===== src/rtl/seg7_display_writer.sv =====
// Writes a 16-bit value as four digits to a 7-segment controller, one digit per cycle.
// Define SEG7_BCD_EN to show decimal (shift-and-add-3 conversion, saturating at 9999).
module seg7_display_writer (
  input  logic        clk,
  input  logic        rst,
  input  logic        wr_en,
  input  logic [15:0] wr_data,
  output logic        busy,
  output logic        done,
  output logic        ovf,
  output logic        seg7_sel,
  output logic [1:0]  addr,
  output logic [3:0]  data_to_wr
);

  // state | meaning
  // IDLE  | waiting for wr_en; done pulses here for one cycle after a request
  // CONV  | binary-to-BCD, one shift-and-add-3 iteration per cycle (BCD build only)
  // WRITE | four strobed digit writes, addr 0..3
`ifdef SEG7_BCD_EN
  typedef enum logic [1:0] {IDLE, CONV, WRITE} state_t;
`else
  typedef enum logic [1:0] {IDLE, WRITE} state_t;
`endif

  state_t      state, state_nxt;
  logic [3:0]  cnt, cnt_nxt;
  logic [15:0] digits, digits_nxt;
  logic        busy_nxt, done_nxt, sel_nxt;
  logic [1:0]  addr_nxt;
  logic [3:0]  data_nxt;

`ifdef SEG7_BCD_EN
  logic [15:0] bin, bin_nxt;
  logic [15:0] bcd_adj, bcd_step;
  logic        sat, sat_nxt;
  logic        ovf_q, ovf_nxt;

  // digits doubles as the BCD accumulator while converting
  always_comb begin
    bcd_adj = digits;
    for (int i = 0; i < 4; i++) begin
      if (digits[4*i +: 4] >= 4'd5) bcd_adj[4*i +: 4] = digits[4*i +: 4] + 4'd3;
    end
    bcd_step = {bcd_adj[14:0], bin[15]};
  end
`endif

  always_comb begin
    state_nxt  = state;
    cnt_nxt    = cnt;
    digits_nxt = digits;
    done_nxt   = 1'b0;
`ifdef SEG7_BCD_EN
    bin_nxt    = bin;
    sat_nxt    = sat;
    ovf_nxt    = ovf_q;
`endif
    case (state)
      IDLE: begin
        if (wr_en) begin
          cnt_nxt = 4'd0;
`ifdef SEG7_BCD_EN
          bin_nxt    = wr_data;
          sat_nxt    = (wr_data > 16'd9999);
          ovf_nxt    = 1'b0;
          digits_nxt = 16'h0000;
          state_nxt  = CONV;
`else
          digits_nxt = wr_data;
          state_nxt  = WRITE;
`endif
        end
      end
`ifdef SEG7_BCD_EN
      CONV: begin
        digits_nxt = bcd_step;
        bin_nxt    = {bin[14:0], 1'b0};
        cnt_nxt    = cnt + 4'd1;
        if (cnt == 4'd15) begin
          state_nxt = WRITE;
          cnt_nxt   = 4'd0;
          if (sat) begin
            digits_nxt = 16'h9999;
            ovf_nxt    = 1'b1;
          end
        end
      end
`endif
      WRITE: begin
        cnt_nxt = cnt + 4'd1;
        if (cnt == 4'd3) begin
          state_nxt = IDLE;
          cnt_nxt   = 4'd0;
          done_nxt  = 1'b1;
        end
      end
      default: state_nxt = IDLE;
    endcase

    // outputs are registered from the next-state view so they align with the state
    busy_nxt = (state_nxt != IDLE);
    sel_nxt  = (state_nxt == WRITE);
    addr_nxt = sel_nxt ? cnt_nxt[1:0] : 2'd0;
    data_nxt = sel_nxt ? digits_nxt[{cnt_nxt[1:0], 2'b00} +: 4] : 4'd0;
  end

  always_ff @(posedge clk) begin
    if (rst) begin
      state      <= IDLE;
      cnt        <= 4'd0;
      digits     <= 16'h0000;
      busy       <= 1'b0;
      done       <= 1'b0;
      seg7_sel   <= 1'b0;
      addr       <= 2'd0;
      data_to_wr <= 4'd0;
    end else begin
      state      <= state_nxt;
      cnt        <= cnt_nxt;
      digits     <= digits_nxt;
      busy       <= busy_nxt;
      done       <= done_nxt;
      seg7_sel   <= sel_nxt;
      addr       <= addr_nxt;
      data_to_wr <= data_nxt;
    end
  end

`ifdef SEG7_BCD_EN
  always_ff @(posedge clk) begin
    if (rst) begin
      bin   <= 16'h0000;
      sat   <= 1'b0;
      ovf_q <= 1'b0;
    end else begin
      bin   <= bin_nxt;
      sat   <= sat_nxt;
      ovf_q <= ovf_nxt;
    end
  end
  assign ovf = ovf_q;
`else
  assign ovf = 1'b0;
`endif

endmodule


===== config.mk =====
export PLATFORM = sky130hd
export DESIGN_NAME = seg7_display_writer
export DESIGN_NICKNAME = d
export VERILOG_FILES = /design/src/rtl/seg7_display_writer.sv
export SDC_FILE = /design/constraint.sdc
export NUM_CORES = 1
export LEC_CHECK = 0
export ABC_AREA = 0
export ABC_CLOCK_PERIOD_IN_PS = 1900
export CORE_MARGIN = 1.5
export CORE_UTILIZATION = 40
export DETAILED_ROUTE_END_ITERATION = 8
export DONT_BUFFER_PORTS = 1
export RECOVER_POWER = 50
export SLEW_MARGIN = 20
export SYNTH_ARGS = -nofsm -noshare
export SYNTH_HDL_FRONTEND = slang
export SYNTH_SLANG_ARGS = --single-unit
export TNS_END_PERCENT = 1

===== constraint.sdc =====
create_clock -name clk -period 1.9 [get_ports clk]
set_input_delay 0.38 -clock clk [delete_from_list [all_inputs] [get_ports clk]]
set_output_delay 0.38 -clock clk [all_outputs]
set_load 0.02 [all_outputs]

# After elaboration in Yosys (flattened, before gate mapping)
# Index checks and enable logic that the tools add are counted.
# Widths: inputs -> output; s select.
[classes]
n_addsub = 1
n_bitwise = 2
reduce_logical = 6
mux = 9
eq_ne = 4
n_shift = 1
[op_table]
columns = ["op", "n"]
rows = [
  ["$mux 16", 2],
  ["$shiftx 16x5->4", 1],
  ["$mux 4", 2],
  ["$pmux 4 s2", 1],
  ["$add 4x1->4 const B", 1],
  ["$eq 2x1->1 const B", 2],
  ["$eq 4x2->1 const B", 1],
  ["$mux 2", 2],
  ["$pmux 2 s2", 1],
  ["$reduce_bool 2->1", 2],
  ["$reduce_or 2->1", 2],
  ["$logic_not 2->1", 1],
  ["$ne 2x2->1 const B", 1],
  ["$not 1->1", 2],
  ["$reduce_and 2->1", 1],
  ["$mux 1", 1],
]
[totals]
word_cells = 32
input_bits = 19
regBits = 31

# Longest topological paths before layout
# Gate-level depths: netlist of run 1.
[logic_depth]
depth_word = 6
ltp_mapped = 6
mapped_depth_nobuf = 5

# Worst setup path before layout of run 1
# No wires, ideal clock.
[synth_path]
path_type = "reg-to-reg"
startpoint = "reg cnt[0]"
endpoint = "reg data_to_wr[1]"
path_slack_ns = 0.206
arrival_time_ns = 1.577
path_stages_with_launch = 7
path_cell_list = "dfxtp_1 -> ha_1 -> or3b_4 -> a22oi_2 -> buf_6 -> mux2i_1 -> a22o_1"
[synth_between]
elab_chain_len = 6
[synth_rtl]
columns = ["item", "line_no", "text"]
rows = [
  ["start: declaration", "27", "logic [3:0] cnt, cnt_nxt;"],
  ["start signal: assignment", "120", "cnt <= cnt_nxt;"],
  ["branches (longest 6 deep; another with $add 4x1->4)", "n/a", ""],
  ["end signal: assignment", "126", "data_to_wr <= data_nxt;"],
  ["end: declaration", "13", "output logic [3:0] data_to_wr"],
]
# Parallel ways; which one is timed is not known. The select of a mux whose other input is x is not followed.
# A chain may end at the register's enable or synchronous reset.

# Worst setup path in the final report of run 1
[layout_path]
startpoint = "reg cnt[1]"
endpoint = "reg data_to_wr[2]"
# Same word-level chain as after synthesis.

==> flow_summary.ini, run 1 <==
[timing]
hold_viol = 0
skew_ns = 0.00913
setup_tns_ns = 0
finalCriticalPeriod_ns = 1.79
drv_slew = 0
setup_viol_count_final = 0
rsz0062_at_grt = false
fin_crit_sh_pct = 94.3
max_freq_ghz = 0.558

[cells_and_area]
drive_above_1_share_pct = 16.2
fillers = 261
final_nets = 137
multi_input_area_um2 = 541
antenna_cells = 0
final_cell_count_no_fill = 148
area.sequential_um2 = 623
syn_to_final_growth_pct = 11.2

[worst_setup_path]
r2r_start = cnt[1]$_SDFF_PP0_
r2r-end = data_to_wr[2]$_SDFF_PP0_
ff2ff_setup_slack_ns = 0.11
start_kind = flop
setup.worst_path.end_class = flop
cpPeakStageDelay_ns = 0.39
rr_worst_depth = 6
crit_slowest_cell = or3b_4
cp_cell_sequence = ha_4 -> or3b_4 -> a22oi_2 -> buf_4 -> mux2i_1 -> a22o_1
worstSetupPathType = flop to flop
path_max_fanout = 4
cp.required_ns = 2.13
crit_arrival_ns = 2.02

[floorplanning]
dieArea_um2 = 3310
die_h_um = 57.6
die_w_um = 57.6
row_count = 19
ios = 29
fp.coreArea_um2 = 2780
start_util_pct = 42.8

[synthesis]
ys_ff_latch = 31
yosys_most_used_dff = dfxtp_1
synth.distinct_cells = 28
async_flop_share_pct = 0
synth_top_cell_by_area = dfxtp_1
syn_area_um2 = 1190
synth_area_leaders = dfxtp_1 52%, mux2i_1 20%, nor2_1 6.6%, a22o_1 2.9%, nor3b_1 2.5%
ys_seq_area_share_pct = 52.1
yosys-top-cells-count = 31 x dfxtp_1, 24 x mux2i_1, 21 x nor2_1
yosysTopAreaCellShare_pct = 52.1
postSynthCellCount = 111
yosysWarnings = 0
synth_edf_count = 0
synthMostInstantiatedCell = dfxtp_1
avgSynthCellArea_um2 = 10.7

[place]
dp.cells = 141
hpwl_um = 1530
numPortBuffers = 0
gp_congestion = 0.712

[grt]
antenna_found_initial = 0
grt_usage_pct = 14.2
overflow = 0
grt_max_degree = 28
grt_pass1_vias = 759
grt_pass1_wl_um = 3380

[job]
max_cap_violations = 0

[power_and_ir_drop]
power_leakage_uw = 0.000544
pwr_density_cell_nw_per_um2 = 884
vdd_drop_max_uv = 697

[cts]
cts.clk_slew.worst_paths_ns = 0.09
clk_path_buf_depth = 2
clkSinkCount = 31
clockRootBuffer = clkbuf_4
hold_buffers = 0
numCtsBuffers = 5
clk_latency_ns = 0.33
cts_tree = built
cts_htree_levels = 2

[hold_path]
hold_path_class = input pin to flop
min_delay_path_depth = 1
whs_endpoint = cnt[0]$_SDFF_PP0_
holdCritStartpoint = rst

[detailed_routing]
drt_iter0_drc = 13
drc = 0
via_per_inst = 5.32
first_pass_iters = 3
ant_nets = 0
wire_per_inst_um = 14.2
wl_um = 2100
vias = 788

[outcome]
status = finished clean
cells in the final DEF, fill, tap and decap left out, drive strengths merged:
cell and n:
nor2b 2, a21oi 2, ha 1, a41oi 1, a22o 4, dfxtp 31
o21bai 1, nor2 21, or3b 1, nor4b 1, inv 1, nand2 1
nor3b 4, nor3 3, buf 5, a211oi 1, clkbuf 6, clkinv 1
a22oi 2, nand3 1, o21ai 1, mux2i 24, conb 2
routing by layer:
metal | track usage [%] | wire [um] | share of wire (%)
met3 | 7.03 | 137 | 6.5
met1 | 17.1 | 934 | 45
met2 | 20.3 | 974 | 46
met5 | 0 | 0 | 0
met4 | 7.97 | 49 | 2.3
registers in the layout, summed over array words and instances (netlist names):
register / cells
addr: 2
busy: 1
cnt: 4
data_to_wr: 4
digits: 16
done: 1
seg7_sel: 1
state: 2
worst max path at each step:
stage	slack, ns	endpoint	cells after the start	startpoint
floorplan	0.21	data_to_wr[1]$_SDFF_PP0_	6	cnt[0]$_SDFF_PP0_
finish	0.11	data_to_wr[2]$_SDFF_PP0_	6	cnt[1]$_SDFF_PP0_
global route	0.03	data_to_wr[2]$_SDFF_PP0_	6	cnt[1]$_SDFF_PP0_
CTS	0.05	data_to_wr[2]$_SDFF_PP0_	6	cnt[1]$_SDFF_PP0_
global placement	0.14	data_to_wr[0]$_SDFF_PP0_	6	cnt[1]$_SDFF_PP0_
detailed placement	0.07	data_to_wr[2]$_SDFF_PP0_	6	cnt[1]$_SDFF_PP0_
through the flow:
step / utilization (%) / total power (uW) / instance area [um2] / hold slack, ns / setup slack (ns)
floorplan: - / 789 / 1190 / 0.455 / 0.206
global placement: 45.3 / 808 / 1260 / 0.453 / 0.138
detailed placement: 45.3 / 809 / 1260 / 0.455 / 0.0684
CTS: 47.3 / 1190 / 1320 / 0.0920 / 0.0477
global route: 47.6 / 1230 / 1330 / 0.0661 / 0.0279
finish: 47.6 / 1170 / 1330 / 0.105 / 0.108
power by group:
| part | switching (uW) | internal, uW |
|---|---|---|
| registers | 15.1 | 674 |
| clock network | 208 | 171 |
| logic | 52.4 | 51.0 |
cells by family after synthesis:
family | count (synthesis) | share of synthesized area [%]
compound gates | 12 | 8.19
fa+ha+maj | 1 | 1.05
buf+inv | 8 | 3.89
flops | 31 | 52.1
mux | 24 | 20.2
other cells | 1 | 0.315
simple gates | 34 | 14.3
timing repair:
| item | 4_1_cts | 5_1_grt |
|---|---|---|
| setup buffers | 0 | 0 |
| endpoints found under the hold margin | 0 | 0 |
| setup endpoints to repair | 0 | 4 |
| resized for setup | 0 | 4 |
worst max-delay path, delay by kind of cell (launching register included):
kind / cells / cell delay [ns]
AOI/OAI and AO/OA: 2 / 0.51
buffers and inverters: 1 / 0.18
DFF: 1 / 0.38
adders and majority gates: 1 / 0.14
and+or+nand+nor: 1 / 0.39
muxes: 1 / 0.08
cell type report:
cell class	count	area share, %
clock buffers	6	3.87
clock inverters	1	0.378
inverters	1	0.283
multi-input cells	73	40.8
flip-flops and latches	31	47.0
well taps	31	2.93
repair buffers	5	4.72
Note: power is estimated with default switching activity, not from simulation.
==> run 2: changes to the inputs <==
--- a/config.mk
+++ b/config.mk
@@ -10,7 +10,7 @@
 export CORE_MARGIN = 1.5
 export CORE_UTILIZATION = 40
 export DETAILED_ROUTE_END_ITERATION = 8
-export DONT_BUFFER_PORTS = 1
+export PLACE_DENSITY = 0.67
 export RECOVER_POWER = 50
 export SLEW_MARGIN = 20
 export SYNTH_ARGS = -nofsm -noshare
==> run 2 against run 1 <==
- global-route usage increased by 3.4 points
- power is 20% higher
- clock skew up 0.0016 ns
- clock power up 41%
- worst hold slack better by 0.40 ns
- register-to-register slack about the same
- combinational power increased by 81%
- design area increased by 29%
- via count increased by 22%
- sequential cell count is the same
- worst setup slack worse by 0.0085 ns
- count of clock-buffer cells in the layout is the same
- critical endpoint is now data_to_wr[1]$_SDFF_PP0_
- largest cell class unchanged
- largest power group unchanged
==> flow_summary.ini, run 2 (synthesis results as in run 1) <==
[place]
gp_congestion = 0.718
hpwl_um = 1870
numPortBuffers = 27
dp.cells = 184

[job]
max_cap_violations = 0

[worst_setup_path]
worstSetupPathType = flop to flop
start_kind = flop
setup.worst_path.end_class = flop
cp.required_ns = 2.12
path_max_fanout = 7
crit_arrival_ns = 2.02

[grt]
grt_pass1_wl_um = 4330
grt_pass1_vias = 976
grt_usage_pct = 17.5
grt_max_degree = 26
overflow = 0
antenna_found_initial = 0

[cts]
hold_buffers = 0
clk_path_buf_depth = 2
cts_htree_levels = 2
cts_setup_buffers = 0
post_cts_resized = 0
cts_tree = built
clkSinkCount = 31
clk_latency_ns = 0.32
cts.clk_slew.worst_paths_ns = 0.10
numCtsBuffers = 5
clockRootBuffer = clkbuf_4

[power_and_ir_drop]
power_leakage_uw = 0.000721
vdd_drop_max_uv = 640
finalPower_uw = 1410
pwr_density_cell_nw_per_um2 = 820

[outcome]
status = finished clean

[detailed_routing]
drt_iter0_drc = 36
wl_um = 2540
wire_per_inst_um = 13.2
vias = 963
first_pass_iters = 4
via_per_inst = 5.02
ant_nets = 0
drc = 0

[timing]
finalCriticalPeriod_ns = 1.80
rsz0062_at_grt = false
hold_viol = 0
max_freq_ghz = 0.555
skew_ns = 0.0107
fin_crit_sh_pct = 94.8
drv_slew = 0
setup_viol_count_final = 0

[cells_and_area]
mostFrequentLayoutCells = 30 x dfxtp_1, 26 x clkdlybuf4s50_1, 23 x mux2i_1
utilization_pct = 61.6
regMostFlops = digits
syn_to_final_growth_pct = 43.9
reg_top3 = digits: 16 flops, cnt: 4 flops, data_to_wr: 4 flops
final_cell_count_no_fill = 192
drive_above_1_share_pct = 21.7
largest_reg_flops = 16
antenna_cells = 0
final_nets = 180
final_common_cell = dfxtp_1

[hold_path]
hold_path_class = flop to flop

[floorplanning]
fp.coreArea_um2 = 2780
ios = 29
row_count = 19
start_util_pct = 42.8
die_h_um = 57.6
dieArea_um2 = 3310
die_w_um = 57.6
==> run 2: path summary, 6_finish.rpt <==
check / from / to / slack, ns / depth (start not counted)
max: cnt[1]$_SDFF_PP0_ / data_to_wr[1]$_SDFF_PP0_ / 0.1 / 6
min reg2reg: digits[4]$_SDFF_PP0_ / digits[4]$_SDFF_PP0_ / 0.50 / 2
min: digits[4]$_SDFF_PP0_ / digits[4]$_SDFF_PP0_ / 0.50 / 2
max reg2reg: cnt[1]$_SDFF_PP0_ / data_to_wr[1]$_SDFF_PP0_ / 0.1 / 6
==> run 2: layout make-up <==
cell class	count	area (um2)
timing repair buffer	48	428
sequential	31	622
fill	253	1070
clock inverter	2	35.0
tap	31	38.8
inverter	1	3.75
clock buffer	6	51.3
multi-input combinational	73	536
==> run 2: critical path, cell delays in order, from the launching register on <==
cell,delay (ns)
dfxtp_2,0.37
ha_2,0.20
or3b_4,0.39
a22oi_2,0.25
buf_6,0.18
mux2i_1,0.08
a22o_1,0.23
==> run 2: through the flow <==
step | worst slack, ns | setup TNS (ns) | hold WS, ns | instance area (um2)
3_5_place_dp | -0.145 | -0.454 | 0.477 | 1620
2_1_floorplan | 0.206 | 0 | 0.455 | 1190
5_1_grt | 0.0146 | 0 | 0.548 | 1710
4_1_cts | 0.0296 | 0 | 0.506 | 1710
3_3_place_gp | -0.0876 | -0.304 | 0.469 | 1620
6_report | 0.0992 | 0 | 0.500 | 1710
==> run 2: layer usage <==
metal  GRT usage (%)  routed length [um]  share of wire (%)  vias up
met4            7.31                  34                1.3        0
met3            5.67                 118                4.6        7
met2            29.7                1250                 49       27
met5               0                   0                  0        -
met1            20.2                1130                 45      446
li1                -                   -                  -      483
==> run 2: report_power, final <==
group | total [uW] | switching (uW) | internal [uW]
combinational | 186 | 79.2 | 107
sequential | 684 | 10.2 | 674
clock | 535 | 224 | 311
total | 1410 | 313 | 1090
==> edit: new RTL, settings of run 1 <==
Register the input `wr_en` before use, cleared by the reset. The logic sees it one clock later. The other inputs are not delayed to match. Comments in the files are not updated.
--- a/src/rtl/seg7_display_writer.sv
+++ b/src/rtl/seg7_display_writer.sv
@@ -12,6 +12,16 @@
   output logic [1:0]  addr,
   output logic [3:0]  data_to_wr
 );
+
+  logic wr_en_q;
+
+  always_ff @(posedge clk) begin
+    if (rst) begin
+      wr_en_q <= '0;
+    end else begin
+      wr_en_q <= wr_en;
+    end
+  end
 
   // state | meaning
   // IDLE  | waiting for wr_en; done pulses here for one cycle after a request
@@ -58,7 +68,7 @@
 `endif
     case (state)
       IDLE: begin
-        if (wr_en) begin
+        if (wr_en_q) begin
           cnt_nxt = 4'd0;
 `ifdef SEG7_BCD_EN
           bin_nxt    = wr_data;
Behaviour: not the same (a bounded check fails within 4 cycles, from zero or initial values and one cycle with rst high).
==> edit against run 1 <==
- sequential cell count is 1 higher
- synthesized area is 2.2% higher
- clock power is 4% higher
- synthesized cell count is 1.8% higher
- setup slack worse by 46 ps
- final cell count is 1.4% higher
- the run now ends with design-rule violations left
- die area is 2.1% higher
- first-iteration DRC count is 92% higher
- routed wire length is 0.67% higher
- utilization is 1.2 points lower
- critical path depth stayed put
- final area is 0.94% lower
- power is 0.69% lower
==> edit: results <==
metrics = {
    "logic_synthesis": {
        "synthTopCellsByCount": "dfxtp_1, mux2i_1, nor2_1, a22o_1, nor3b_1",
        "synthTopCellsByArea": "dfxtp_1, mux2i_1, nor2_1",
        "yosysUniqueCellTypes": 27,
    },
    "timing": {
        "fin_skew_ps": 3.75,
        "fmax_ghz": 0.544,
    },
    "pwr": {
        "power_leakage_nw": 0.526,
        "switching_share_pct": 23.0,
    },
    "finish": {
        "layout-drive-gt1-share_pct": 14.3,
    },
    "grt": {
        "grt_pass1_vias": 796,
        "grt.total_usage_pct": 14.1,
        "grt_pass1_wl_mm": 3.46,
        "grt_max_degree": 29,
    },
    "worst_setup_path": {
        "critPathMaxStageDelay_ps": 410,
        "reg2reg_slack_ps": 60,
        "cp.arrival_ps": 2070,
        "cp_max_fo": 10,
    },
    "drt": {
        "drcViolationCount": 2,
        "drt-total-wl_mm": 2.11,
        "drt_iter0_markers": 25,
        "dr.pass1.iters": 7,
        "vias": 821,
    },
    "run_status": {
        "violations": "design-rule violations",
        "status": "complete, but fails checks",
    },
    "placement": {
        "placed_cell_area_um2": 1250,
        "gp_congestion": 0.677,
        "place_ws_ps": 89.9,
    },
    "min_path": {
        "min_to": "cnt[2]",
    },
}
[edit: kinds of logic (layout without fill, tap and decap cells)]
family,after synthesis,in the layout,synth area share [%]
AOI/OAI and AO/OA,12,12,8.02
DFF,32,32,52.6
other,1,2,0.308
buffers and inverters,8,13,3.80
adders and majority gates,1,1,1.03
and+or+nand+nor,35,35,14.5
muxes,24,24,19.7
[edit: worst max path at each step]
stage	startpoint	endpoint	depth (start not counted)
2_1_floorplan	cnt[0]	data_to_wr[3]	6
3_3_place_gp	cnt[1]	data_to_wr[1]	6
3_5_place_dp	cnt[1]	data_to_wr[1]	6
4_1_cts	cnt[1]	data_to_wr[1]	6
5_1_grt	cnt[1]	data_to_wr[2]	6
6_report	cnt[1]	data_to_wr[2]	6
[edit: repair_timing]
action / CTS / global route
setup endpoints to repair: 0 / 1
gates resized for setup: 0 / 1
hold buffers: 0 / 0
[edit: metal layers]
layer  GRT usage (%)  vias to the layer above  wire length [um]
li1                -                      401                 -
met1            16.3                      385               944
met2            21.1                       28               988
met3            5.13                        7               116
met4            11.0                        0                60
met5               0                        -                 0
[edit: power groups by stage]
stage | logic (mW) | clock network (mW) | registers [mW]
after floorplan | 0.0658 | 0 | 0.712
after global placement | 0.0682 | 0 | 0.713
after detailed placement | 0.0692 | 0 | 0.714
after CTS | 0.0695 | 0.413 | 0.698
after global routing | 0.0772 | 0.448 | 0.700
final | 0.0693 | 0.396 | 0.698
[edit: worst register-to-register path, delay by kind of cell, from the launching register on]
kind / cells / cell delay (ps)
AO/OA/AOI/OAI: 2 / 400
adder cells (fa/ha/maj): 1 / 210
buffers and inverters: 1 / 230
flip-flops: 1 / 390
multiplexers: 1 / 100
AND/OR/NAND/NOR: 1 / 410
[edit: cell type report]
class,instances,area (um2),share of cell area [%]
Sequential cell,32,641,48.8
Multi-Input combinational cell,74,538,41.0
Clock buffer,6,51.3,3.91
Tap cell,31,38.8,2.96
Timing Repair Buffer,4,30.0,2.29
Clock inverter,2,10.0,0.763
Inverter,1,3.75,0.286
[edit: per-stage QoR]
| stage | hold slack (ps) | cells | power (mW) |
|---|---|---|---|
| after global placement | 452 | 142 | 0.782 |
| after global routing | 77.7 | 150 | 1.22 |
| after floorplan | 455 | 114 | 0.778 |
| after detailed placement | 454 | 142 | 0.783 |
| after CTS | 92.7 | 150 | 1.18 |
| final | 101 | 150 | 1.16 |
